<file path="src/rtl/systolic_seq.sv">
// systolic_seq
// Sequencer for an N_DIM x N_DIM output-stationary PE array. A start request
// clears the PE accumulators, streams K operand columns of A and rows of B
// out of two operand buffers, skews lane i of each edge by i cycles, keeps the
// PEs enabled until the wavefront has drained, then pulses done_o.
//
// Ports
//   clk_i       clock, rising edge
//   rst_n_i     asynchronous active-low reset
//   start_i     start request, sampled only in IDLE
//   dim_k_i     inner dimension K, captured with start_i
//   rd_en_o     operand buffer read enable
//   rd_addr_o   operand buffer read address (shared by A and B buffers)
//   a_rdata_i   A column k, lane i = A[i][k], valid one cycle after rd_en_o
//   b_rdata_i   B row k, lane j = B[k][j], valid one cycle after rd_en_o
//   a_edge_o    skewed A lanes to the column-0 PEs
//   b_edge_o    skewed B lanes to the row-0 PEs
//   pe_start_o  MAC enable to every PE
//   pe_clr_n_o  accumulator clear (low) to every PE
//   busy_o      high whenever not IDLE
//   done_o      one-cycle pulse, all accumulators final
//   err_o       one-cycle pulse after a rejected start (K = 0 or K too large)
module systolic_seq #(
    parameter int DATA_WIDTH = 8,
    parameter int N_DIM      = 4,
    parameter int ADDR_WIDTH = 4
) (
    input  logic                        clk_i,
    input  logic                        rst_n_i,
    input  logic                        start_i,
    input  logic [ADDR_WIDTH:0]         dim_k_i,
    output logic                        rd_en_o,
    output logic [ADDR_WIDTH-1:0]       rd_addr_o,
    input  logic [N_DIM*DATA_WIDTH-1:0] a_rdata_i,
    input  logic [N_DIM*DATA_WIDTH-1:0] b_rdata_i,
    output logic [N_DIM*DATA_WIDTH-1:0] a_edge_o,
    output logic [N_DIM*DATA_WIDTH-1:0] b_edge_o,
    output logic                        pe_start_o,
    output logic                        pe_clr_n_o,
    output logic                        busy_o,
    output logic                        done_o,
    output logic                        err_o
);

    localparam int DRAIN_CYC = 2 * N_DIM - 1;
    localparam int DCNT_W    = $clog2(DRAIN_CYC + 1);
    localparam logic [DCNT_W-1:0]   DRAIN_LOAD = DCNT_W'(DRAIN_CYC - 1);
    localparam logic [ADDR_WIDTH:0] K_MAX      = {1'b1, {ADDR_WIDTH{1'b0}}};
    localparam logic [ADDR_WIDTH:0] K_ONE      = {{ADDR_WIDTH{1'b0}}, 1'b1};

    typedef enum logic [2:0] {
        S_IDLE,
        S_CLEAR,
        S_FEED,
        S_DRAIN,
        S_DONE
    } state_t;

    state_t              state_q, state_d;
    logic [ADDR_WIDTH:0] k_q;
    logic [ADDR_WIDTH:0] feed_cnt_q;
    logic [DCNT_W-1:0]   drain_cnt_q;
    logic                err_q;
    logic                vld_p0;

    logic k_ok;
    logic feed_last;

    assign k_ok      = (dim_k_i != '0) && (dim_k_i <= K_MAX);
    assign feed_last = (feed_cnt_q + K_ONE) == k_q;

    // State register
    always_ff @(posedge clk_i or negedge rst_n_i) begin
        if (!rst_n_i) begin
            state_q <= S_IDLE;
        end else begin
            state_q <= state_d;
        end
    end

    // Counters, latched K and the reject flag
    always_ff @(posedge clk_i or negedge rst_n_i) begin
        if (!rst_n_i) begin
            k_q         <= '0;
            feed_cnt_q  <= '0;
            drain_cnt_q <= '0;
            err_q       <= 1'b0;
        end else begin
            err_q <= (state_q == S_IDLE) && start_i && !k_ok;
            case (state_q)
                S_IDLE: begin
                    feed_cnt_q <= '0;
                    if (start_i && k_ok) begin
                        k_q <= dim_k_i;
                    end
                end
                S_FEED: begin
                    feed_cnt_q <= feed_cnt_q + K_ONE;
                    if (feed_last) begin
                        drain_cnt_q <= DRAIN_LOAD;
                    end
                end
                S_DRAIN: begin
                    if (drain_cnt_q != '0) begin
                        drain_cnt_q <= drain_cnt_q - 1'b1;
                    end
                end
                default: ;
            endcase
        end
    end

    // Next-state logic
    always_comb begin
        state_d = state_q;
        case (state_q)
            S_IDLE:  if (start_i && k_ok) state_d = S_CLEAR;
            S_CLEAR: state_d = S_FEED;
            S_FEED:  if (feed_last) state_d = S_DRAIN;
            S_DRAIN: if (drain_cnt_q == '0) state_d = S_DONE;
            S_DONE:  state_d = S_IDLE;
            default: state_d = S_IDLE;
        endcase
    end

    // Outputs decode directly from the state register (Moore)
    always_comb begin
        rd_en_o    = (state_q == S_FEED);
        rd_addr_o  = (state_q == S_FEED) ? feed_cnt_q[ADDR_WIDTH-1:0] : '0;
        pe_start_o = (state_q == S_FEED) || (state_q == S_DRAIN);
        pe_clr_n_o = (state_q != S_CLEAR);
        busy_o     = (state_q != S_IDLE);
        done_o     = (state_q == S_DONE);
        err_o      = err_q;
    end

    // Buffer read data is valid one cycle after rd_en_o
    always_ff @(posedge clk_i or negedge rst_n_i) begin
        if (!rst_n_i) begin
            vld_p0 <= 1'b0;
        end else begin
            vld_p0 <= rd_en_o;
        end
    end

    // Lane i is delayed by i register stages; invalid slots carry zero so the
    // fill and drain MACs add nothing.
    for (genvar i = 0; i < N_DIM; i++) begin : g_lane
        logic [DATA_WIDTH-1:0] a_gate_p0;
        logic [DATA_WIDTH-1:0] b_gate_p0;

        assign a_gate_p0 = vld_p0 ? a_rdata_i[i*DATA_WIDTH +: DATA_WIDTH] : '0;
        assign b_gate_p0 = vld_p0 ? b_rdata_i[i*DATA_WIDTH +: DATA_WIDTH] : '0;

        if (i == 0) begin : g_direct
            assign a_edge_o[i*DATA_WIDTH +: DATA_WIDTH] = a_gate_p0;
            assign b_edge_o[i*DATA_WIDTH +: DATA_WIDTH] = b_gate_p0;
        end else begin : g_skew
            logic [DATA_WIDTH-1:0] a_skew_p [i];
            logic [DATA_WIDTH-1:0] b_skew_p [i];

            always_ff @(posedge clk_i or negedge rst_n_i) begin
                if (!rst_n_i) begin
                    for (int s = 0; s < i; s++) begin
                        a_skew_p[s] <= '0;
                        b_skew_p[s] <= '0;
                    end
                end else begin
                    a_skew_p[0] <= a_gate_p0;
                    b_skew_p[0] <= b_gate_p0;
                    for (int s = 1; s < i; s++) begin
                        a_skew_p[s] <= a_skew_p[s-1];
                        b_skew_p[s] <= b_skew_p[s-1];
                    end
                end
            end

            assign a_edge_o[i*DATA_WIDTH +: DATA_WIDTH] = a_skew_p[i-1];
            assign b_edge_o[i*DATA_WIDTH +: DATA_WIDTH] = b_skew_p[i-1];
        end
    end

endmodule

</file>
<file path="config.mk">
export PLATFORM = sky130hd
export DESIGN_NAME = systolic_seq
export DESIGN_NICKNAME = d
export VERILOG_FILES = /design/src/rtl/systolic_seq.sv
export SDC_FILE = /design/constraint.sdc
export NUM_CORES = 1
export LEC_CHECK = 0
export CAP_MARGIN = 40
export CORE_ASPECT_RATIO = 0.5
export CORE_UTILIZATION = 40
export DETAILED_ROUTE_END_ITERATION = 6
export GPL_TIMING_DRIVEN = 0
export HOLD_SLACK_MARGIN = 0.08
export PLACE_DENSITY = 0.8
export SETUP_SLACK_MARGIN = 0.2
export SYNTH_ARGS = -nofsm -noshare
export SYNTH_HDL_FRONTEND = slang
export SYNTH_SLANG_ARGS = --single-unit
</file>
<file path="constraint.sdc">
create_clock -name clk_i -period 1.7 [get_ports clk_i]
set_input_delay 0.34 -clock clk_i [delete_from_list [all_inputs] [get_ports clk_i]]
set_output_delay 0.34 -clock clk_i [all_outputs]
set_load 0.005 [all_outputs]
</file>
-- Word level (Yosys, flattened, before mapping)
Cells that the tools add are included.
- bits of input ports: 72
- logic and storage cells: 64
- flip-flop bits (word level): 114
- output and inout bits: 74
- mux-type cells: 17
- add/subtract/negate cells: 2
- reduce and logical (&&, ||, !) cells: 16
- magnitude comparators: 1
- equal/unequal tests: 10
- operators by type and width (operator ; count):
    two-way mux 8 bit ; 8
    two-way mux 3 bit ; 5
    case mux 3 bit (4 select lines) ; 1
    case mux 5 bit (2 select lines) ; 1
    == test 3 x 2 -> 1 bit (second input constant) ; 2
    zero test 3 bit ; 2
    case mux 3 bit (2 select lines) ; 1
    AND reduction 3 bit ; 2
    nonzero test 3 bit ; 2
    adder 5 x 1 -> 5 bit (second input constant) ; 1
    == test 5 bit ; 1
    less-or-equal comparator 5 bit (second input constant) ; 1
    nonzero test 5 bit ; 1
    logical AND 1 bit ; 4
    two-way mux 4 bit ; 1
    inequality test 2 x 1 -> 1 bit (second input constant) ; 2
    inequality test 2 bit (second input constant) ; 2
    nonzero test 2 bit ; 2
    == test 3 x 1 -> 1 bit (second input constant) ; 1
    == test 3 bit (second input constant) ; 1
    inequality test 3 x 1 -> 1 bit (second input constant) ; 1
    subtractor 3 x 1 -> 3 bit (second input constant) ; 1
    AND reduction 2 bit ; 1
    zero test 1 bit ; 1
    logical OR 1 bit ; 1

-- Depth between registers and ports, before layout
Gate-level depths: netlist of run 1.
- depth in word-level cells: 5
- gate-level depth with buffers: 7
- mapped depth without buffers: 7

-- Worst setup path before layout of run 1
Ideal clock, no wire load.
- kind: flip-flop to flip-flop
- start point: reg drain_cnt_q[0]
- end point: reg drain_cnt_q[0]
- data required time: 1.569 ns
- setup slack: 0.109 ns
- arrival time: 1.460 ns
- period minus slack after synthesis: 1.591 ns
- stages on the path, launching flop included: 8
- library setup time: 0.131 ns
- cell sequence: dfrtp_1 > inv_1 > ha_1 > ha_1 > nor3b_1 > mux2i_1 > o22ai_1 > or3_1
- word-level cells in the longest chain between the ends: 3
- ends and longest elaborated chain (item ; line ; text):
    start, declared ; 62 ; logic [DCNT_W-1:0] drain_cnt_q;
    start signal, assigned ; 105 ; drain_cnt_q <= drain_cnt_q - 1'b1;
    subtractor 3 x 1 -> 3 bit / nonzero test 3 bit (equally long branches) ; 105, 104 ;
    two-way mux 3 bit / inequality test 2 bit (equally long branches) ; - ;
    case mux 3 bit (2 select lines) / AND reduction 3 bit (equally long branches) ; - ;
Parallel ways exist; a longest one is shown, timed or not. The select of a mux whose other input is x is not followed.
A chain may end at the register's enable or synchronous reset.

-- Worst setup path after layout of run 1
- start point: reg state_q[0]
- end point: out rd_en_o
- word-level cells in the longest chain between the ends: 1
- ends and longest elaborated chain (item ; line ; text):
    start, declared ; 59 ; state_t state_q, state_d;
    start signal, assigned ; 77 ; state_q <= state_d;
    == test 3 x 2 -> 1 bit ; 128 ; rd_en_o = (state_q == S_FEED);
    end, declared ; 32 ; output logic rd_en_o,
Every way passes these cells.

==> results of run 1 <==
kinds of logic after synthesis:
kind of cell,count (synthesis),share of synthesized area
flip-flops,114,0.684
AND/OR/NAND/NOR,104,0.148
buffers and inverters,51,0.0807
AO/OA/AOI/OAI,26,0.0462
XOR/XNOR,7,0.0147
multiplexers,7,0.0183
adder cells (fa/ha/maj),3,0.00900
layout make-up:
| class | count | area, um^2 | share of cell area |
|---|---|---|---|
| Inverter | 6 | 25.0 | 0.00351 |
| Sequential cell | 114 | 2860 | 0.401 |
| Multi-Input combinational cell | 147 | 1250 | 0.176 |
| Buffer | 45 | 377 | 0.0529 |
| Clock buffer | 19 | 453 | 0.0636 |
| Clock inverter | 13 | 174 | 0.0244 |
| Tap cell | 135 | 169 | 0.0237 |
| Timing Repair Buffer | 188 | 1810 | 0.255 |
final timing paths:
path | slack (ps) | to | start
max | -170 | rd_en_o | state_q[0]
min | 340 | b_edge_o[24] | g_lane[3].g_skew.b_skew_p[8]
max reg2reg | 40 | drain_cnt_q[0] | feed_cnt_q[4]
min reg2reg | 340 | b_edge_o[24] | g_lane[3].g_skew.b_skew_p[8]
max in group asynchronous | 410 | g_lane[1].g_skew.a_skew_p[3] | rst_n_i
min in group asynchronous | 560 | state_q[2] | rst_n_i
power by group:
part / switching [mW] / internal (mW)
registers: 0.347 / 3.50
clock network: 1.31 / 2.40
logic: 1.90 / 2.75
total: 3.56 / 8.65
worst reg2reg max path, stage by stage, from the launching register on:
cell and delay [ps]:
dfrtp_1 390, buf_6 140, or2_2 330, a21oi_2 220
nor4_1 100, or3_1 360
Yosys cell counts (3+ instances only):
master | n | area, um^2
dfrtp_1 | 114 | 2850
and2_1 | 64 | 400
buf_4 | 32 | 240
clkbuf_1 | 8 | 30.0
nand2_1 | 8 | 30.0
nor2_1 | 7 | 26.3
and3_1 | 6 | 37.5
inv_1 | 6 | 22.5
mux2_2 | 5 | 56.3
nor3_1 | 4 | 20.0
o21ai_0 | 4 | 20.0
xnor2_1 | 4 | 35.0
a21oi_1 | 3 | 15.0
buf_6 | 3 | 33.8
ha_1 | 3 | 37.5
nand3_1 | 3 | 15.0
o22ai_1 | 3 | 18.8
xor2_1 | 3 | 26.3
routing by layer:
layer / vias up / routed length, um / GRT usage / part of all wire
met5: - / 0 / 0 / 0
met4: 0 / 225 / 0.105 / 0.020
met3: 24 / 350 / 0.0460 / 0.032
met2: 95 / 6060 / 0.351 / 0.55
met1: 1559 / 4470 / 0.230 / 0.40
li1: 1394 / - / - / -
timing repair:
item / CTS / global route
gates cloned: 2 / 0
hold buffers: 1 / 0
endpoints found under the hold margin: 62 / 0
setup buffers: 29 / 10
resized for setup: 240 / 61
endpoints found under the setup margin: 84 / 58
pin swaps: 13 / 16
sequential cells by signal (all words and copies together) (netlist names):
register / count
state_q: 3
a_edge_o: 16
drain_cnt_q: 3
err_o: 1
b_edge_o: 16
g_lane.g_skew.b_skew_p: 32
vld_p0: 1
g_lane.g_skew.a_skew_p: 32
feed_cnt_q: 5
k_q: 5
==> impl_results.md, run 1 <==
* Syn avg cell area at around 13 um^2
* Initial antenna violation count at 0
* Maximum vdd drop at between 0.9 and 1 mV
* Filler Cells Inserted at ~630
* All-Layer GR Usage at 0.197
* CTS Sinks at between 100 and 150
* Slew at the pin with the worst max-slew slack at roughly 800 ps
* Total gr overflow at 0
* RSZ-0062 raised after global routing: yes
* Final wirelength at around 11 mm
* Sequential fraction of the synthesis area at 0.684
* Total die area at around 11000 um^2
* Main flop type after synthesis: dfrtp_1
* Cell breakdown of the critical path: buf_6 -> or2_4 -> buf_6 -> nor2_4 -> buf_6
* Post-route total power at ~12 mW
* Crit path max-delay family: flip-flops
* Outcome: finished, violations left
* Num rows at 25
* CP Buf/Inv Count at 3
* WL/cell at around 17 um
* Layout Skew at approximately 6.0 ps
* Via count at 3072
* Share of layout cells above drive strength 1 at 0.387
* 1st-pass router iterations at 4
* Synth Warn # at 0
* Placed insts at 593
* Die Width at ~150 um
* Core region area at slightly below 10000 um^2
* Initial Util at 0.426
* Most frequent cells in the layout: dfrtp_1 (110), clkdlybuf4s50_1 (67), buf_4 (62)
* Worst reg2reg path depth at 5
* I/O pins at approximately 150
* WP data required at roughly 1400 ps
* Synth cell types at 41
* Class of the worst hold path: register to register
* Syn nets at ~390
* Final Hold Fails at 0
* Worst path slowest cell: dfrtp_1
* Vias in the first global route at approximately 3100
* Synth-to-Final Area Change at 70.7%
* Pre-CTS setup slack at -444 ps
* Largest stage delay on the critical path at 400 ps
* Most common cell after layout, fill and taps aside: dfrtp_1
* Asr flop ratio synth at 1.00
* Initial drt markers at 122
* Remaining DRCs at 0
* Most used cell, CP: buf_6
* Die height at 74.2 um
* Setup CP Type: register to output port
* Port bufs at about 150
* Non-Filler Instances at around 670
* Root Buffer: clkbuf_16
* Nature of the critical path endpoint: output port
* Final #Nets at approximately 590
* Longest Clk Path Bufs at 2
* ANT cells at 0
* Num CTS Buffers at 17
* Fin crit share at 1.10
* Crit path depth at 5
* Netlist Area Pre-Place at between 4000 and 5000 um^2
* Worst skew pair latency at about 400 ps
* First-pass GRT wire length at between 15 and 20 mm
* Crit Path Max Fanout at 6
* Hpwl dp at around 6 mm
* Via density at 4.61
* Htree depth at 4
* Worst-path clk slew at approximately 60 ps
* Hold path depth at 0
* ANT nets after route at 0
* Final min period at roughly 1900 ps
* Pleak at about 3.4 nW
* Slew Limit Fails at 0
* Final Core Density at 0.727
* Slew HR at 0.465
* Final WS setup at -174 ps
* Pwr Density at between 1500 and 2000 nW/um^2
* Crit path launch type: register
* Setup violations, final at 8
* Routability cong. at ~0.74
* Failing checks: negative setup slack
* Worst EP arrival at ~1500 ps
* Design area at between 7000 and 8000 um^2
* CTS tree: done
* DP Area at 5860 um^2
* Synth Register Bits at around 110
* Post-synth EDFFs at 0
* Worst hold slack at approximately 340 ps
* Largest net degree at the start of global routing at between 60 and 70
* Post-Syn Instances at 312
* Fmax at about 0.53 GHz
* Setup TNS at -553 ps
* Max_cap viols at 0
Power figures use the tool's default switching activity.
==> run 2, diff against run 1 <==
Settings changed: ABC_CLOCK_PERIOD_IN_PS from default to 1700, GPL_TIMING_DRIVEN 0 to default.
==> impl_results.md, run 2 (synthesized netlist as in run 1, its figures left out) <==
* Outcome: finished, violations left
* Failing checks: negative setup slack
* Core region area at 9790 um^2 (unchanged)
* Slew HR at 0.680 (+0.215)
* Final Core Density at 0.697 (-0.0302)
* Critical R2R Launch: state_q[2]
* Die Width at 146 um (unchanged)
* CP Buf/Inv Count at 3 (unchanged)
* Final Hold Fails at 0 (unchanged)
* I/O pins at 146 (unchanged)
* Initial antenna violation count at 0 (unchanged)
* Total die area at 10900 um^2 (unchanged)
* Worst EP arrival at 1490 ps (-40 ps)
* WL/cell at 16.1 um (-3.4%)
* 1st-pass router iterations at 4 (unchanged)
* Pleak at 3.27 nW (-3.2%)
* Crit path max-delay family: flip-flops
* Layout Skew at 3.85 ps (-2.14 ps)
* Crit path launch type: register
* Slew Limit Fails at 0 (unchanged)
* Final #Nets at 560 (-5.7%)
* WP data required at 1360 ps (about the same)
* Final WS setup at -127 ps (+46.5 ps)
* Worst skew pair latency at 410 ps (about the same)
* Worst reg2reg path depth at 12 (+7)
* Fmax at 0.547 GHz (+2.5%)
* Most frequent cells in the layout: dfrtp_1 (107), clkdlybuf4s50_1 (70), dlygate4sd2_1 (49)
* Final wirelength at 10.2 mm (-8.3%)
* R2r setup slk at -50 ps (-90 ps)
* Worst path slowest cell: dfrtp_2
* Setup violations, final at 19 (+11)
* Crit Path Max Fanout at 3 (-3)
* Maximum vdd drop at 0.823 mV (-9.3%)
* Worst-path clk slew at 60 ps (about the same)
* First-pass GRT wire length at 15.9 mm (+1.0%)
* Via density at 4.58 (-0.53%)
* Final min period at 1830 ps (-46.5 ps)
* Longest Clk Path Bufs at 2 (unchanged)
* Share of layout cells above drive strength 1 at 0.345 (-0.0418)
* Max_cap viols at 0 (unchanged)
* Crit path depth at 5 (unchanged)
* Pre-CTS setup slack at -225 ps (+219 ps)
* Largest stage delay on the critical path at 440 ps (+40 ps)
* Root Buffer: clkbuf_16
* CTS tree: done
* Port bufs at 145 (unchanged)
* Num CTS Buffers at 17 (unchanged)
* RSZ-0062 raised after global routing: yes
* Num rows at 25 (unchanged)
* Cell breakdown of the critical path: nor2_4 -> buf_6 -> buf_6 -> and3_4 -> buf_6
* Setup CP Type: register to output port
* Reg2reg end: state_q[0]
* Most used cell, CP: buf_6
* Regs by FF count: g_lane.g_skew.a_skew_p x32, g_lane.g_skew.b_skew_p x32
* ANT nets after route at 0 (unchanged)
* Class of the worst hold path: register to register
* Htree depth at 4 (unchanged)
* Post-route total power at 11.7 mW (-4.3%)
* Initial Util at 0.426 (unchanged)
* Vias in the first global route at 3052 (-0.78%)
* Total gr overflow at 0 (unchanged)
* Hpwl dp at 6.31 mm (+2.7%)
* Via count at 2900 (-5.6%)
* ANT cells at 0 (unchanged)
* Remaining DRCs at 0 (unchanged)
* Synth-to-Final Area Change at 63.6%
* Critical path origin: state_q[2]
* Die height at 74.2 um (unchanged)
* All-Layer GR Usage at 0.201 (+0.00368)
* Crit path to: rd_addr_o[1]
* CTS Sinks at 114 (unchanged)
* Slew at the pin with the worst max-slew slack at 479 ps (-323 ps)
* Routability cong. at 0.818 (+10%)
* Initial drt markers at 130 (+6.6%)
* Pwr Density at 1710 nW/um^2 (-0.14%)
* Most common cell after layout, fill and taps aside: dfrtp_1
* Nature of the critical path endpoint: output port
* Largest net degree at the start of global routing at 37 (-42%)
* Fin crit share at 1.07 (-0.0274)
[run 2: changes by cell type in the layout (fill, tap and decap cells not counted), sizes merged]
cell           before  now
clkdlybuf4s50      67   70
clkbuf             26   19
clkinvlp            3    1
buf               108   78
inv                 9   10
dlygate4sd2        22   49
clkinv              4    6
clkdlybuf4s15      28    0
[run 2: repair_timing]
item / CTS / global route
endpoints found under the hold margin: 31 / 0
gates resized for setup: 232 / 22
setup endpoints to repair: 78 / 70
pin swaps: 13 / 11
setup buffers: 32 / 1
cloned: 2 / 0
hold buffers: 1 / 0
[run 2: worst min path at each step]
| stage | from | end | slack, ps | cells after the start |
|---|---|---|---|---|
| floorplan | rst_n_i | a_edge_o[16] | 40 | 0 |
| global placement | rst_n_i | state_q[1] | 320 | 1 |
| detailed placement | rst_n_i | state_q[1] | 320 | 1 |
| CTS | g_lane[2].g_skew.a_skew_p[14] | a_edge_o[22] | 350 | 0 |
| global route | g_lane[3].g_skew.b_skew_p[12] | b_edge_o[28] | 350 | 0 |
| finish | g_lane[2].g_skew.a_skew_p[14] | a_edge_o[22] | 350 | 0 |
[run 2: worst reg2reg max path: cells and delay by family, from the launching register on]
kind	cells	cell delay, ps
buffers and inverters	9	790
AND/OR/NAND/NOR	2	210
AO/OA/AOI/OAI	1	190
flip-flops	1	440
[run 2: final cells by class]
cell class	instances	area, um^2
Clock buffer	18	429
Clock inverter	14	178
Fill cell	658	2960
Inverter	6	22.5
Multi-Input combinational cell	147	1200
Sequential cell	114	2860
Tap cell	135	169
Timing Repair Buffer	199	1970
[run 2: layer usage]
layer  vias to the layer above  routed length, um  track usage
met2                        94               5380        0.354
met5                         -                  0            0
met4                         0                307        0.130
met1                      1437               4040        0.230
met3                        29                448       0.0454
li1                       1340                  -            -
[run 2: through the flow]
stage	std cells	hold WS, ps	setup TNS, ps	instance area [um^2]
2_1_floorplan	312	44.4	0	4220
3_3_place_gp	565	320	-1850	5680
3_5_place_dp	565	324	-2050	5680
4_1_cts	632	347	-883	6740
5_1_grt	633	351	-1580	6830
6_report	633	345	-718	6830
[run 2: report_power, final]
| group | leakage, nW | internal, mW | switching (mW) |
|---|---|---|---|
| Combinational | 1.55 | 2.51 | 1.66 |
| Sequential | 1.42 | 3.50 | 0.394 |
| Clock | 0.296 | 2.32 | 1.29 |
==> run 3, diff against run 2 <==
Settings changed: ABC_AREA from default to 1.
==> impl_results.md, run 3 <==
* Outcome: finished, violations left
* Failing checks: negative setup slack
* Syn nets at 483 (+25%)
* Fin crit share at 1.09 (+0.0196)
* Design area at 6670 um^2 (-2.2%)
* Synth top cells by count: dfrtp_1 (114), nand2_1 (93), inv_1 (86)
* R2r setup slk at 60 ps (+110 ps)
* Pint at 7.75 mW (-7.1%)
* Worst skew pair latency at 400 ps (about the same)
* Net Sw Power at 3.32 mW (-0.79%)
* Placed insts at 662 (+17%)
* Sw frac at 0.300 (+0.0135)
* Worst-path clk slew at 50 ps (about the same)
* Sequential Power Share at 0.339 (+0.006)
* Vias in the first global route at 3129 (+2.5%)
* Synth Warn # at 0 (unchanged)
* Die Width at 147 um (+0.65%)
* DP Area at 5650 um^2 (-0.44%)
* Port bufs at 145 (unchanged)
* Synth-to-Final Area Change at 57.9%
* Num CTS Buffers at 17 (unchanged)
* Most common cell after layout, fill and taps aside: dfrtp_1
* Slew HR at 0.579 (-0.101)
* CTS tree: done
* Total die area at 11000 um^2 (+1.3%)
* Fmax at 0.537 GHz (-1.8%)
* Setup CP Type: register to output port
* Most common cell in the netlist: dfrtp_1
* Nature of the critical path endpoint: output port
* Cell accounting for the most synthesized area: dfrtp_1
* Htree depth at 4 (unchanged)
* Non-Filler Instances at 718 (+13%)
* RSZ-0062 raised after global routing: yes
* Post-Syn Instances at 408 (+31%)
* Worst hold slack at 343 ps (-2.62 ps)
* Crit Path Max Fanout at 7 (+4)
* Via count at 3207 (+11%)
* Syn avg cell area at 10.4 um^2 (-23%)
* First-pass GRT wire length at 15.0 mm (-6.0%)
* Initial drt markers at 213 (+64%)
* I/O pins at 146 (unchanged)
* Maximum vdd drop at 0.713 mV (-13%)
* Setup TNS at -919 ps (-201 ps)
* Final Hold Fails at 0 (unchanged)
* Asr flop ratio synth at 1.00 (unchanged)
* Most frequent cells in the layout: dfrtp_1 (112), nand2_1 (74), clkdlybuf4s50_1 (70)
* Core region area at 10200 um^2 (+4.7%)
* Max_cap viols at 0 (unchanged)
* Slew at the pin with the worst max-slew slack at 631 ps (+152 ps)
* Pleak at 3.84 nW (+18%)
* Pwr Density at 1660 nW/um^2 (-3.1%)
* Total gr overflow at 0 (unchanged)
* CTS Sinks at 114 (unchanged)
* Final #Nets at 640 (+14%)
* Synth top area share at 0.675 (-0.00890)
* Initial Util at 0.413 (-0.0136)
* Setup violations, final at 13 (-6)
* WL/cell at 14.2 um (-12%)
* Slew Limit Fails at 0 (unchanged)
* Longest Clk Path Bufs at 2 (unchanged)
* Netlist Area Pre-Place at 4230 um^2 (+1.3%)
* Main flop type after synthesis: dfrtp_1
* Layout Skew at 6.94 ps (+3.09 ps)
* Sequential fraction of the synthesis area at 0.675 (-0.00890)
* Largest net degree at the start of global routing at 115 (+210%)
* Die height at 74.7 um (+0.64%)
* Regs by FF count: g_lane.g_skew.a_skew_p x32, g_lane.g_skew.b_skew_p x32
* Num rows at 26 (+4.0%)
* Share of layout cells above drive strength 1 at 0.268 (-0.0772)
* Initial antenna violation count at 0 (unchanged)
* Routability cong. at 0.779 (-4.8%)
* Final WS setup at -161 ps (-33.4 ps)
* All-Layer GR Usage at 0.183 (-0.0181)
* Root Buffer: clkbuf_16
* ANT nets after route at 0 (unchanged)
* Worst EP arrival at 1520 ps (+30 ps)
* Hpwl dp at 6.01 mm (-4.8%)
* Share of power burned in the clock network at 0.334 (+0.025)
* Synth Register Bits at 114 (unchanged)
* Area contributors post-synth: dfrtp_1 (67%), nand2_1 (8.3%), inv_1 (7.6%)
* Crit path launch type: register
* Remaining DRCs at 0 (unchanged)
* Filler Cells Inserted at 743 (+13%)
* Final min period at 1860 ps (+33.4 ps)
* Post-synth EDFFs at 0 (unchanged)
* Combinational power share at 0.327 (-0.030)
* Final Core Density at 0.651 (-0.0460)
* 1st-pass router iterations at 5 (+1)
* Final wirelength at 10.2 mm (-0.14%)
* ANT cells at 0 (unchanged)
* Synth cell types at 27 (-34%)
* Via density at 4.47 (-2.5%)
* WP data required at 1360 ps (about the same)
* Class of the worst hold path: register to register
==> run 3: cell types whose count changed in the layout (fill, tap and decap cells not counted), moves of 18 or more <==
cell,change
and2_1,-48
buf_6,-18
inv_1,+65
nand2_1,+66
==> run 3: layout make-up <==
class / count / area [um^2] / area share
Sequential cell: 114 / 2860 / 0.428
Timing Repair Buffer: 178 / 1720 / 0.258
Multi-Input combinational cell: 163 / 935 / 0.140
Clock buffer: 24 / 512 / 0.0767
Inverter: 91 / 353 / 0.0529
Tap cell: 140 / 175 / 0.0262
Clock inverter: 8 / 123 / 0.0184
==> run 3: metal layers <==
layer  GRT usage  wire [um]
met5           0          0
met4      0.0974        339
met3      0.0527        432
met2       0.339       5540
met1       0.196       3850
==> run 3: repair_timing <==
item,CTS,global route
endpoints found under the hold margin,114,0
cloned,2,0
hold buffers,1,0
gates resized for setup,196,49
setup buffers,18,3
endpoints found under the setup margin,78,30
pin swaps,8,11
==> run 3: cells by family (layout without fill, tap and decap cells) <==
family,count (synthesis),in the layout,synth area share
compound gates,11,11,0.0136
fa+ha+maj,3,3,0.00888
buf+inv,131,301,0.148
flops,114,114,0.675
simple gates,149,149,0.155
==> run 3: power groups by stage <==
| stage | sequential [mW] | combinational (mW) | clock [mW] |
|---|---|---|---|
| 2_1_floorplan | 3.67 | 1.52 | 0 |
| 4_1_cts | 3.72 | 3.18 | 3.76 |
| 3_3_place_gp | 3.77 | 2.58 | 0 |
| 6_report | 3.75 | 3.62 | 3.70 |
| 3_5_place_dp | 3.81 | 2.67 | 0 |
| 5_1_grt | 3.80 | 3.93 | 3.91 |
==> run 3: worst paths after layout <==
kind | startpoint | depth (start not counted) | endpoint
setup / recovery | state_q[2] | 7 | rd_addr_o[1]
hold / removal | g_lane[2].g_skew.a_skew_p[11] | 0 | a_edge_o[19]
setup reg to reg | state_q[1] | 11 | drain_cnt_q[2]
hold reg to reg | g_lane[2].g_skew.a_skew_p[11] | 0 | a_edge_o[19]
max in group asynchronous | rst_n_i | 3 | vld_p0
min in group asynchronous | rst_n_i | 3 | g_lane[2].g_skew.b_skew_p[8]
==> run 3: stage by stage <==
| step | total power [mW] | setup WS, ps |
|---|---|---|
| floorplan | 5.20 | 276 |
| global placement | 6.35 | -63.7 |
| detailed placement | 6.48 | -74.4 |
| CTS | 10.7 | -117 |
| global route | 11.6 | -195 |
| finish | 11.1 | -161 |
==> run 3: critical path, cell delays in order, from the launching register on <==
cell     delay, ps
dfrtp_1        430
nor2_4         160
inv_2           70
nor2_4         110
buf_6          130
inv_8           40
nor2_2          70
buf_2          120
